--- config.mk ---
export PLATFORM = sky130hd
export DESIGN_NAME = pipe_stage_reg
export DESIGN_NICKNAME = d
export VERILOG_FILES = /design/src/rtl/pipe_stage_reg.sv
export SDC_FILE = /design/constraint.sdc
export NUM_CORES = 1
export LEC_CHECK = 0
export ABC_AREA = 1
export CAP_MARGIN = 25
export CORE_MARGIN = 1
export CORE_UTILIZATION = 50
export CTS_BUF_LIST = sky130_fd_sc_hd__clkbuf_2
export CTS_CLUSTER_SIZE = 8
export DETAILED_ROUTE_END_ITERATION = 10
export HOLD_SLACK_MARGIN = 0.12
export PLACE_DENSITY = 0.8
export RECOVER_POWER = 25
export SYNTH_ARGS = -nofsm -noshare
export SYNTH_HDL_FRONTEND = slang
export SYNTH_SLANG_ARGS = --single-unit
--- constraint.sdc ---
create_clock -name clk -period 2.3 [get_ports clk]
set_clock_uncertainty 0.2 [all_clocks]
set_input_delay 0.46 -clock clk [delete_from_list [all_inputs] [get_ports clk]]
set_output_delay 0.46 -clock clk [all_outputs]
set_load 0.05 [all_outputs]
--- src/rtl/pipe_stage_reg.sv ---
// pipe_stage_reg: handshaked pipeline stage register with optional 2-entry skid.
// Carries pc/ctrl/data/exc. Flush inserts a bubble, exceptions zero ctrl/data
// but keep the pc for EPC capture, and a saturating counter tracks bubble cycles.
module pipe_stage_reg #(
  parameter int              DATA_W    = 128,
  parameter int              CTRL_W    = 24,
  parameter int              PC_W      = 32,
  parameter logic [PC_W-1:0] RESET_PC  = 'h8000_0000,
  parameter logic [PC_W-1:0] BUBBLE_PC = '0,
  parameter int              SKID      = 1
) (
  input  logic              clk,
  input  logic              reset,
  input  logic              in_valid,
  output logic              in_ready,
  input  logic [PC_W-1:0]   in_pc,
  input  logic [CTRL_W-1:0] in_ctrl,
  input  logic [DATA_W-1:0] in_data,
  input  logic [1:0]        in_exc,
  input  logic              flush,
  output logic              out_valid,
  input  logic              out_ready,
  output logic [PC_W-1:0]   out_pc,
  output logic [CTRL_W-1:0] out_ctrl,
  output logic [DATA_W-1:0] out_data,
  output logic [1:0]        out_exc,
  output logic [15:0]       bubble_cnt
);

  typedef struct packed {
    logic              valid;
    logic [PC_W-1:0]   pc;
    logic [CTRL_W-1:0] ctrl;
    logic [DATA_W-1:0] data;
    logic [1:0]        exc;
  } ent_t;

  ent_t m_q, s_q, beat;
  logic acc, dep, kill;
  logic [15:0] bc_q;

  assign acc  = in_valid & in_ready;
  assign dep  = m_q.valid & out_ready;
  assign kill = |in_exc;

  // Incoming beat; a faulting instruction loses its side effects but keeps pc/exc.
  always_comb begin
    beat       = '0;
    beat.valid = 1'b1;
    beat.pc    = in_pc;
    beat.ctrl  = kill ? '0 : in_ctrl;
    beat.data  = kill ? '0 : in_data;
    beat.exc   = in_exc;
  end

  // Main entry: reset > flush > flow control. Departure clears only valid so a
  // stalled or drained entry keeps its fields bit-exact.
  always_ff @(posedge clk) begin
    if (reset) begin
      m_q    <= '0;
      m_q.pc <= RESET_PC;
    end else if (flush) begin
      m_q    <= '0;
      m_q.pc <= BUBBLE_PC;
    end else if (SKID != 0) begin
      if (!m_q.valid) begin
        if (acc) m_q <= beat;
      end else if (dep) begin
        if (s_q.valid)  m_q <= s_q;
        else if (acc)   m_q <= beat;
        else            m_q.valid <= 1'b0;
      end
    end else begin
      if (acc)        m_q <= beat;
      else if (dep)   m_q.valid <= 1'b0;
    end
  end

  generate
    if (SKID != 0) begin : g_skid
      // Skid entry catches the beat accepted while M is stalled; it is always
      // younger than M and moves into M on the next departure.
      always_ff @(posedge clk) begin
        if (reset || flush)                      s_q <= '0;
        else if (m_q.valid && dep && s_q.valid)  s_q <= '0;
        else if (m_q.valid && !dep && acc)       s_q <= beat;
      end
      assign in_ready = !s_q.valid;
    end else begin : g_noskid
      assign s_q      = '0;
      assign in_ready = !m_q.valid | out_ready;
    end
  endgenerate

  // Saturating count of cycles where downstream was ready but we had nothing.
  always_ff @(posedge clk) begin
    if (reset)                                    bc_q <= '0;
    else if (out_ready && !m_q.valid && bc_q != 16'hFFFF) bc_q <= bc_q + 16'd1;
  end

  assign out_valid  = m_q.valid;
  assign out_pc     = m_q.pc;
  assign out_ctrl   = m_q.ctrl;
  assign out_data   = m_q.data;
  assign out_exc    = m_q.exc;
  assign bubble_cnt = bc_q;

endmodule

==> impl_metrics.toml, run 1 <==
[setup_path]
slowest_delay_ns = 0.38
worstPathMaxFanout = 2
crit_cells = 1
crit_buf_inv = 1
cp.arrival_ns = 1.60
rr_endpoint = "s_q[97]"
cp-startpoint = "out_data[40]"
path_class = "flip-flop to output pin"
crit_path_cell_trace = "buf_2"
worstSetupEndpointType = "output pin"
r2r-start = "s_q[186]"
cpLargestDelayFamily = "flip-flops"
endpoint = "out_data[40]"
ff2ff_path_depth = 7
worst-r2r-setup-slack_ns = 0.15
worstSetupStartpointType = "flip-flop"
cp_slowest_cell = "dfxtp_1"
cp_data_required_time_ns = 1.64

[detailed_routing]
drc = 0
wl_met1_um = 22700
firstDrtPassIters = 7
ant_nets = 0
drt_iter0_drc = 1937
wl_per_cell_um = 17.5
via_per_inst = 5.63
highest_layer = "met4"
vias = 19100
wl_met2_um = 28000
wirelength_um = 59300
wl_met3_um = 5650

[sta]
finalMaxSlewViolations = 0
tightest_slew_ns = 0.918
holdWs_ns = 0.152
fin_crit_sh = 0.981
max_slew_margin = 0.388
period_needed_ns = 2.26
final_hold_viol_count = 0
setup_viol = 0
max_freq_mhz = 443

[global_routing]
antenna_found_initial = 3
gr-total-overflow = 0
grt_pass1_vias = 18900
grt_start_max_net_pins = 116
track_usage = 0.338
grt_pass1_wl_um = 93700

[power_and_ir_drop]
p_leak_nw = 9.85
p_per_area_nw_per_um2 = 608
vdd_drop_max_uv = 520

[floorplan]
die-area_um2 = 34200
dieWidth_um = 185
fp.dieH_um = 185
coreArea_um2 = 32700
pin_count = 395
start_util = 0.512
rows = 66

[yosys]
synth-edff-count = 0
syn-num-nets = 2505
ys_seq_area_frac = 0.466
synth_ff_type = "dfxtp_1"
syn_area_um2 = 16700
ys_async_sr_fraction = 0
synth_cell_types = 29
netlist_instances = 2313
synth.avg_cell_area_um2 = 7.24
synth-seq-cells = 390
ys_warn_count = 0

[final_layout]
n_fill_cell = 2503
layout.nets = 3084
fin_area_um2 = 23600
area_growth_pct = 41.1
drive_gt1_frac = 0.159

[place]
portBuffers = 394
hpwl_um = 35600
place_congestion = 0.871
place_area_um2 = 21600

[flow_run]
drv_cap = 0

[min_path]
min_path_type = "input pin to flip-flop"
worstHoldStart = "in_data[69]"

[clock_tree]
numClockSinks = 390
path_clk_slew_ns = 0.13
tritoncts = "built"
clk_path_buf_depth = 3
root_buffer = "clkbuf_2"
ctsHtreeMaxLevel = 3
numCtsBuffers = 97
postCtsSetupBuffers = 0
insertion_delay_ns = 0.96

[run_status]
status = "finished, final reports clean"
[metal layers]
metal / up-vias / global-route usage
met1: 8812 / 0.399
met4: 0 / 0.204
li1: 8896 / -
met5: - / 0
met3: 231 / 0.0845
met2: 1148 / 0.553
[worst reg2reg max path, stage by stage, from the launching register on]
cell and delay, ns:
dfxtp_2 0.42, inv_4 0.08, nand2_2 0.09, inv_1 0.08, nand3_4 0.09, clkbuf_4 0.74
o21ai_0 0.27, nor2_1 0.12
[per-stage QoR]
stage / cells / util / power, mW / setup slack [ns] / TNS [ns]
6_report: 3393 / 0.722 / 14.4 / 0.0446 / 0
5_1_grt: 3393 / 0.722 / 15.0 / -0.0355 / -0.646
4_1_cts: 3388 / 0.719 / 14.3 / 0.000335 / 0
3_5_place_dp: 3050 / 0.661 / 9.63 / -0.289 / -35.08
3_3_place_gp: 3050 / 0.661 / 9.59 / -0.223 / -26.67
2_1_floorplan: 2313 / - / 8.53 / 0.179 / 0
[timing repair]
action | 4_1_cts | 5_1_grt
gates resized for setup | 955 | 52
hold buffers | 185 | 0
endpoints found under the setup margin | 186 | 46
endpoints found under the hold margin | 355 | 0
[cell usage after synthesis, types with 3 or more instances]
| master | instances | area, µm² |
|---|---|---|
| dfxtp_1 | 390 | 7810 |
| inv_1 | 224 | 841 |
| a211oi_1 | 32 | 240 |
| nand3_1 | 11 | 55.1 |
| nand2_2 | 5 | 31.3 |
| buf_1 | 13 | 48.8 |
| nand4_1 | 3 | 18.8 |
| buf_4 | 14 | 105 |
| xor2_1 | 3 | 26.3 |
| nand2_1 | 118 | 443 |
| o21ai_0 | 352 | 1760 |
| a22oi_1 | 104 | 781 |
| a21oi_1 | 382 | 1910 |
| o21ai_1 | 44 | 220 |
| buf_2 | 49 | 245 |
| nor2_1 | 440 | 1650 |
| inv_2 | 6 | 22.5 |
| clkbuf_1 | 109 | 409 |
[report_power, final]
part / switching [mW] / internal (mW) / total (mW)
combinational: 1.62 / 1.07 / 2.69
sequential: 0.108 / 6.92 / 7.03
clock: 2.74 / 1.89 / 4.64
[flip-flops by register name (all words and copies together), names as in the netlist]
signal / count
bubble_cnt: 16
out_ctrl: 24
out_data: 128
out_exc: 2
out_pc: 32
out_valid: 1
s_q: 187
[cells in the final DEF, fill, tap and decap left out, types with 32 or more instances in the layout]
master           count
buf_4               94
clkbuf_2           137
o21ai_1             38
o21ai_0            358
dfxtp_1            375
buf_2              112
nor2_1             439
a22oi_1            104
inv_1              223
clkdlybuf4s50_1    190
a21oi_1            382
nand2_1            119
dlygate4sd3_1      185
clkbuf_4            33
buf_12              43
a211oi_1            32
[layout make-up]
class                   instances  area [µm²]  share of cell area
flip-flops and latches        390        7830               0.331
multi-input cells            1506        7270               0.308
repair buffers                667        6250               0.265
inverters                     230         876              0.0371
clock buffers                 137         686              0.0290
well taps                     442         553              0.0234
clock inverters                16         140             0.00594
diodes                          5        12.5            0.000530
[kinds of logic after synthesis]
| kind of cell | count (synthesis) | synth area share |
|---|---|---|
| adder cells (fa/ha/maj) | 1 | 0.000747 |
| buffers and inverters | 417 | 0.101 |
| XOR/XNOR | 5 | 0.00262 |
| AND/OR/NAND/NOR | 585 | 0.135 |
| AO/OA/AOI/OAI | 915 | 0.294 |
| flip-flops | 390 | 0.466 |
[how the worst min path moves through the flow]
stage | to | slack, ns | cells past startpoint
2_1_floorplan | s_q[129] | 0.22 | 2
3_3_place_gp | s_q[182] | 0.23 | 2
3_5_place_dp | s_q[162] | 0.24 | 2
4_1_cts | s_q[43] | 0.12 | 5
5_1_grt | out_data[69] | 0.13 | 5
6_report | s_q[71] | 0.15 | 5
Power figures use the tool's default switching activity.
==> run 2: changes to the inputs <==
--- a/config.mk
+++ b/config.mk
@@ -7,14 +7,15 @@
 export LEC_CHECK = 0
 export ABC_AREA = 1
 export CAP_MARGIN = 25
-export CORE_MARGIN = 1
+export CORE_MARGIN = 2
 export CORE_UTILIZATION = 50
-export CTS_BUF_LIST = sky130_fd_sc_hd__clkbuf_2
+export CTS_BUF_LIST = sky130_fd_sc_hd__clkbuf_4 sky130_fd_sc_hd__clkbuf_8
 export CTS_CLUSTER_SIZE = 8
 export DETAILED_ROUTE_END_ITERATION = 10
 export HOLD_SLACK_MARGIN = 0.12
 export PLACE_DENSITY = 0.8
 export RECOVER_POWER = 25
+export SLEW_MARGIN = 15
 export SYNTH_ARGS = -nofsm -noshare
 export SYNTH_HDL_FRONTEND = slang
 export SYNTH_SLANG_ARGS = --single-unit
==> impl_metrics.toml, run 2 (synthesis results as in run 1) <==
[detailed_routing]
wl_per_cell_um = 17.5
wirelength_um = 55300
vias = 17800
firstDrtPassIters = 5
ant_nets = 0
drc = 0
via_per_inst = 5.61
drt_iter0_drc = 1462

[setup_path]
slowest_delay_ns = 0.57
crit_buf_inv = 1
r2r-start = "s_q[186]"
crit_path_cell_trace = "dlygate4sd2_1"
cp_slowest_cell = "dlygate4sd2_1"
worstSetupStartpointType = "flip-flop"
worst-r2r-setup-slack_ns = 0.19
cp_data_required_time_ns = 1.64
ff2ff_path_depth = 7
cpLargestDelayFamily = "buffers and inverters"
worstSetupEndpointType = "output pin"
path_class = "flip-flop to output pin"
rr_endpoint = "s_q[7]"
cp.arrival_ns = 1.57
worstPathMaxFanout = 6

[global_routing]
grt_pass1_vias = 17500
grt_start_max_net_pins = 97
antenna_found_initial = 1
track_usage = 0.304
grt_pass1_wl_um = 88400
gr-total-overflow = 0

[sta]
holdWs_ns = 0.246
final_hold_viol_count = 0
max_freq_mhz = 448
tightest_slew_ns = 0.744
setup_viol = 0
fin_crit_sh = 0.970
period_needed_ns = 2.23
finalMaxSlewViolations = 0
max_slew_margin = 0.506
rsz0062_at_grt = "false"
timing.setup.tns_ns = 0

[floorplan]
rows = 67
die-area_um2 = 35000
dieWidth_um = 187
pin_count = 395
coreArea_um2 = 33300
fp.dieH_um = 187
start_util = 0.503

[clock_tree]
clk_path_buf_depth = 3
ctsHoldBuffers = 0
tritoncts = "built"
root_buffer = "clkbuf_8"
ctsHtreeMaxLevel = 3
numClockSinks = 390
insertion_delay_ns = 0.56
postCtsSetupBuffers = 0
path_clk_slew_ns = 0.06
numCtsBuffers = 67

[final_layout]
final_common_cell = "nor2_1"
drive_gt1_frac = 0.0820
diodes = 0
final_core_util = 0.678
n_fill_cell = 2843
area_growth_pct = 34.9
top_register = "s_q"
largest_reg_flops = 187
final_cell_mix = "nor2_1 (439), dfxtp_1 (390), a21oi_1 (382)"
layout.nets = 2869
instances_no_fill = 3169

[place]
portBuffers = 394
hpwl_um = 35900
dp_cells = 3056
place_congestion = 0.845

[flow_run]
drv_cap = 0

[power_and_ir_drop]
vdd_drop_max_uv = 615
power.total_mw = 15.9
p_leak_nw = 9.51
p_per_area_nw_per_um2 = 706

[min_path]
min_to = "s_q[10]"
worstHoldPathCells = 2
worstHoldStart = "s_q[10]"
min_path_type = "flip-flop to flip-flop"

[run_status]
status = "finished, final reports clean"
## run 2: timing repair
| action | in CTS | in global routing |
|---|---|---|
| endpoints found under the hold margin | 0 | 0 |
| gates resized for setup | 184 | 0 |
| setup endpoints to repair | 184 | 0 |
## run 2: how the worst max path moves through the flow
| stage | cells past startpoint | startpoint | to |
|---|---|---|---|
| floorplan | 9 | bubble_cnt[1] | bubble_cnt[11] |
| global route | 8 | s_q[186] | s_q[68] |
| global placement | 7 | in_valid | out_data[5] |
| CTS | 1 | bubble_cnt[10] | bubble_cnt[10] |
| detailed placement | 7 | in_valid | out_data[78] |
| finish | 1 | bubble_cnt[7] | bubble_cnt[7] |
## run 2: tightest hold or removal path, stage by stage, from the launching register on
cell     delay, ns
dfxtp_1       0.29
inv_1         0.05
a21oi_1       0.05
## run 2: stage by stage
stage | worst slack (ns) | cell area [µm²]
after CTS | 0.0551 | 22700
after global placement | -0.237 | 21500
after floorplan | 0.179 | 16700
after detailed placement | -0.308 | 21500
final | 0.0693 | 22600
after global routing | 0.0157 | 22600
## run 2: power by group
group	switching (mW)	total, mW	internal, mW	leakage (nW)
Clock	2.82	6.54	3.72	0.736
Sequential	0.0988	7.03	6.93	3.16
Combinational	1.53	2.37	0.840	5.62
Total	4.45	15.9	11.5	9.51
## run 2: layout make-up
class,instances,area (µm²),share of cell area
Multi-Input combinational cell,1506,7280,0.322
Tap cell,448,561,0.0248
Timing Repair Buffer,482,4680,0.207
Inverter,230,872,0.0386
Clock inverter,7,77.6,0.00344
Clock buffer,106,1310,0.0580
Sequential cell,390,7810,0.346
## run 2: metal layers
layer | vias up | track usage | share of wire
li1 | 8424 | - | -
met1 | 8220 | 0.366 | 0.39
met2 | 939 | 0.493 | 0.46
met3 | 182 | 0.0788 | 0.097
met4 | 2 | 0.177 | 0.052
met5 | - | 0 | 0.00016
==> run 3: changes to the inputs <==
--- a/config.mk
+++ b/config.mk
@@ -7,6 +7,7 @@
 export LEC_CHECK = 0
 export ABC_AREA = 1
 export CAP_MARGIN = 25
+export CORE_ASPECT_RATIO = 1.5
 export CORE_MARGIN = 2
 export CORE_UTILIZATION = 50
 export CTS_BUF_LIST = sky130_fd_sc_hd__clkbuf_4 sky130_fd_sc_hd__clkbuf_8
@@ -19,3 +20,4 @@
 export SYNTH_ARGS = -nofsm -noshare
 export SYNTH_HDL_FRONTEND = slang
 export SYNTH_SLANG_ARGS = --single-unit
+export TNS_END_PERCENT = 50
==> impl_metrics.toml, run 3 (synthesis results as in run 1) <==
[power_and_ir_drop]
p_sw_mw = 4.18
power.total_mw = 14.9
power_frac_comb = 0.160
p_sw_frac = 0.280
seqPwrFrac = 0.472
clkPwrFrac = 0.369
p_per_area_nw_per_um2 = 667
p_int_mw = 10.7
p_leak_nw = 9.43
vdd_drop_max_uv = 519

[global_routing]
track_usage = 0.300
gr-total-overflow = 0
grt_pass1_vias = 17300
antenna_found_initial = 1
grt_pass1_wl_um = 87400
grt_start_max_net_pins = 86

[floorplan]
start_util = 0.504
pin_count = 395
die-area_um2 = 35000
fp.dieH_um = 228
rows = 82
dieWidth_um = 153
coreArea_um2 = 33200

[clock_tree]
clk_path_buf_depth = 3
ctsHtreeMaxLevel = 2
insertion_delay_ns = 0.61
numClockSinks = 390
ctsHoldBuffers = 0
root_buffer = "clkbuf_8"
tritoncts = "built"
path_clk_slew_ns = 0.06
numCtsBuffers = 58

[detailed_routing]
wirelength_um = 54800
ant_nets = 0
via_per_inst = 5.64
vias = 17600
drc = 0
drt_iter0_drc = 1391
firstDrtPassIters = 6
wl_per_cell_um = 17.6

[setup_path]
cp.arrival_ns = 1.59
ff2ff_path_depth = 7
worstSetupStartpointType = "flip-flop"
r2r-start = "s_q[186]"
cp-startpoint = "bubble_cnt[3]"
endpoint = "bubble_cnt[3]"
cpLargestDelayFamily = "buffers and inverters"
cp_slowest_cell = "dlygate4sd2_1"
worstSetupEndpointType = "output pin"
cp_data_required_time_ns = 1.64
crit_buf_inv = 1
crit_path_cell_trace = "dlygate4sd2_1"
worstPathMaxFanout = 5
path_class = "flip-flop to output pin"
crit_cells = 1
rr_endpoint = "out_data[85]"
slowest_delay_ns = 0.56
worst-r2r-setup-slack_ns = 0.13

[sta]
holdWs_ns = 0.233
fin_crit_sh = 0.976
final_hold_viol_count = 0
period_needed_ns = 2.25
max_freq_mhz = 445
finalMaxSlewViolations = 0
setup_viol = 0
rsz0062_at_grt = "false"
max_slew_margin = 0.578
tightest_slew_ns = 0.633

[final_layout]
diodes = 0
top_register = "s_q"
final_common_cell = "nor2_1"
layout.nets = 2863
largest_reg_flops = 187
instances_no_fill = 3119
drive_gt1_frac = 0.0782
final_cell_mix = "nor2_1 (439), dfxtp_1 (390), a21oi_1 (382)"
area_growth_pct = 33.6

[min_path]
min_path_type = "input pin to flip-flop"

[place]
dp_cells = 3031
place_congestion = 0.868
hpwl_um = 37100
portBuffers = 394

[run_status]
status = "finished, final reports clean"

[flow_run]
drv_cap = 0
## run 3: cell types whose count changed in the layout (fill, tap and decap cells not counted), sizes merged
cell | previous run | this run
clkbuf | 127 | 109
clkdlybuf4s15 | 0 | 2
bufinv | 1 | 0
inv | 233 | 230
clkinv | 2 | 0
clkinvlp | 1 | 0
dlygate4sd2 | 184 | 183
buf | 87 | 89
## run 3: through the flow
step	setup slack, ns	cell area [µm²]	setup TNS, ns	util
CTS	0.00317	22500	0	0.676
global route	0.00106	22400	0	0.672
detailed placement	-0.331	21600	-42.96	0.650
global placement	-0.272	21600	-40.31	0.650
finish	0.0547	22400	0	0.672
floorplan	0.179	16700	0	-
## run 3: metal layers
metal,vias to the layer above,share of wire,GRT usage
met4,2,0.059,0.176
met1,8208,0.37,0.342
met2,795,0.48,0.510
li1,8407,-,-
met5,-,0.00022,0
met3,178,0.084,0.0728
## run 3: what timing repair did
item / in CTS / in global routing
gates resized for setup: 191 / 5
pin swaps: 0 / 0
endpoints found under the setup margin: 188 / 5
gates cloned: 0 / 0
buffers inserted: 0 / 0
## run 3: how the worst min path moves through the flow
| stage | start | to | slack (ns) | cells after the start |
|---|---|---|---|---|
| finish | in_pc[13] | out_pc[13] | 0.23 | 3 |
| global route | in_pc[13] | out_pc[13] | 0.25 | 3 |
| CTS | in_pc[13] | out_pc[13] | 0.20 | 3 |
| detailed placement | s_q[5] | s_q[5] | 0.24 | 2 |
| global placement | s_q[14] | s_q[14] | 0.23 | 2 |
| floorplan | s_q[129] | s_q[129] | 0.22 | 2 |
## run 3: layout make-up
cell class              instances  area [µm²]
fillers                      2863       10900
flip-flops and latches        390        7810
multi-input cells            1506        7280
repair buffers                485        4780
clock buffers                  88        1090
inverters                     230         873
well taps                     420         526
## run 3: power groups by stage
stage	clock (mW)	sequential, mW	combinational (mW)
2_1_floorplan	0	7.64	0.892
3_3_place_gp	0	7.18	2.42
5_1_grt	5.83	7.05	2.56
6_report	5.50	7.04	2.38
3_5_place_dp	0	7.18	2.46
4_1_cts	5.56	7.03	2.38
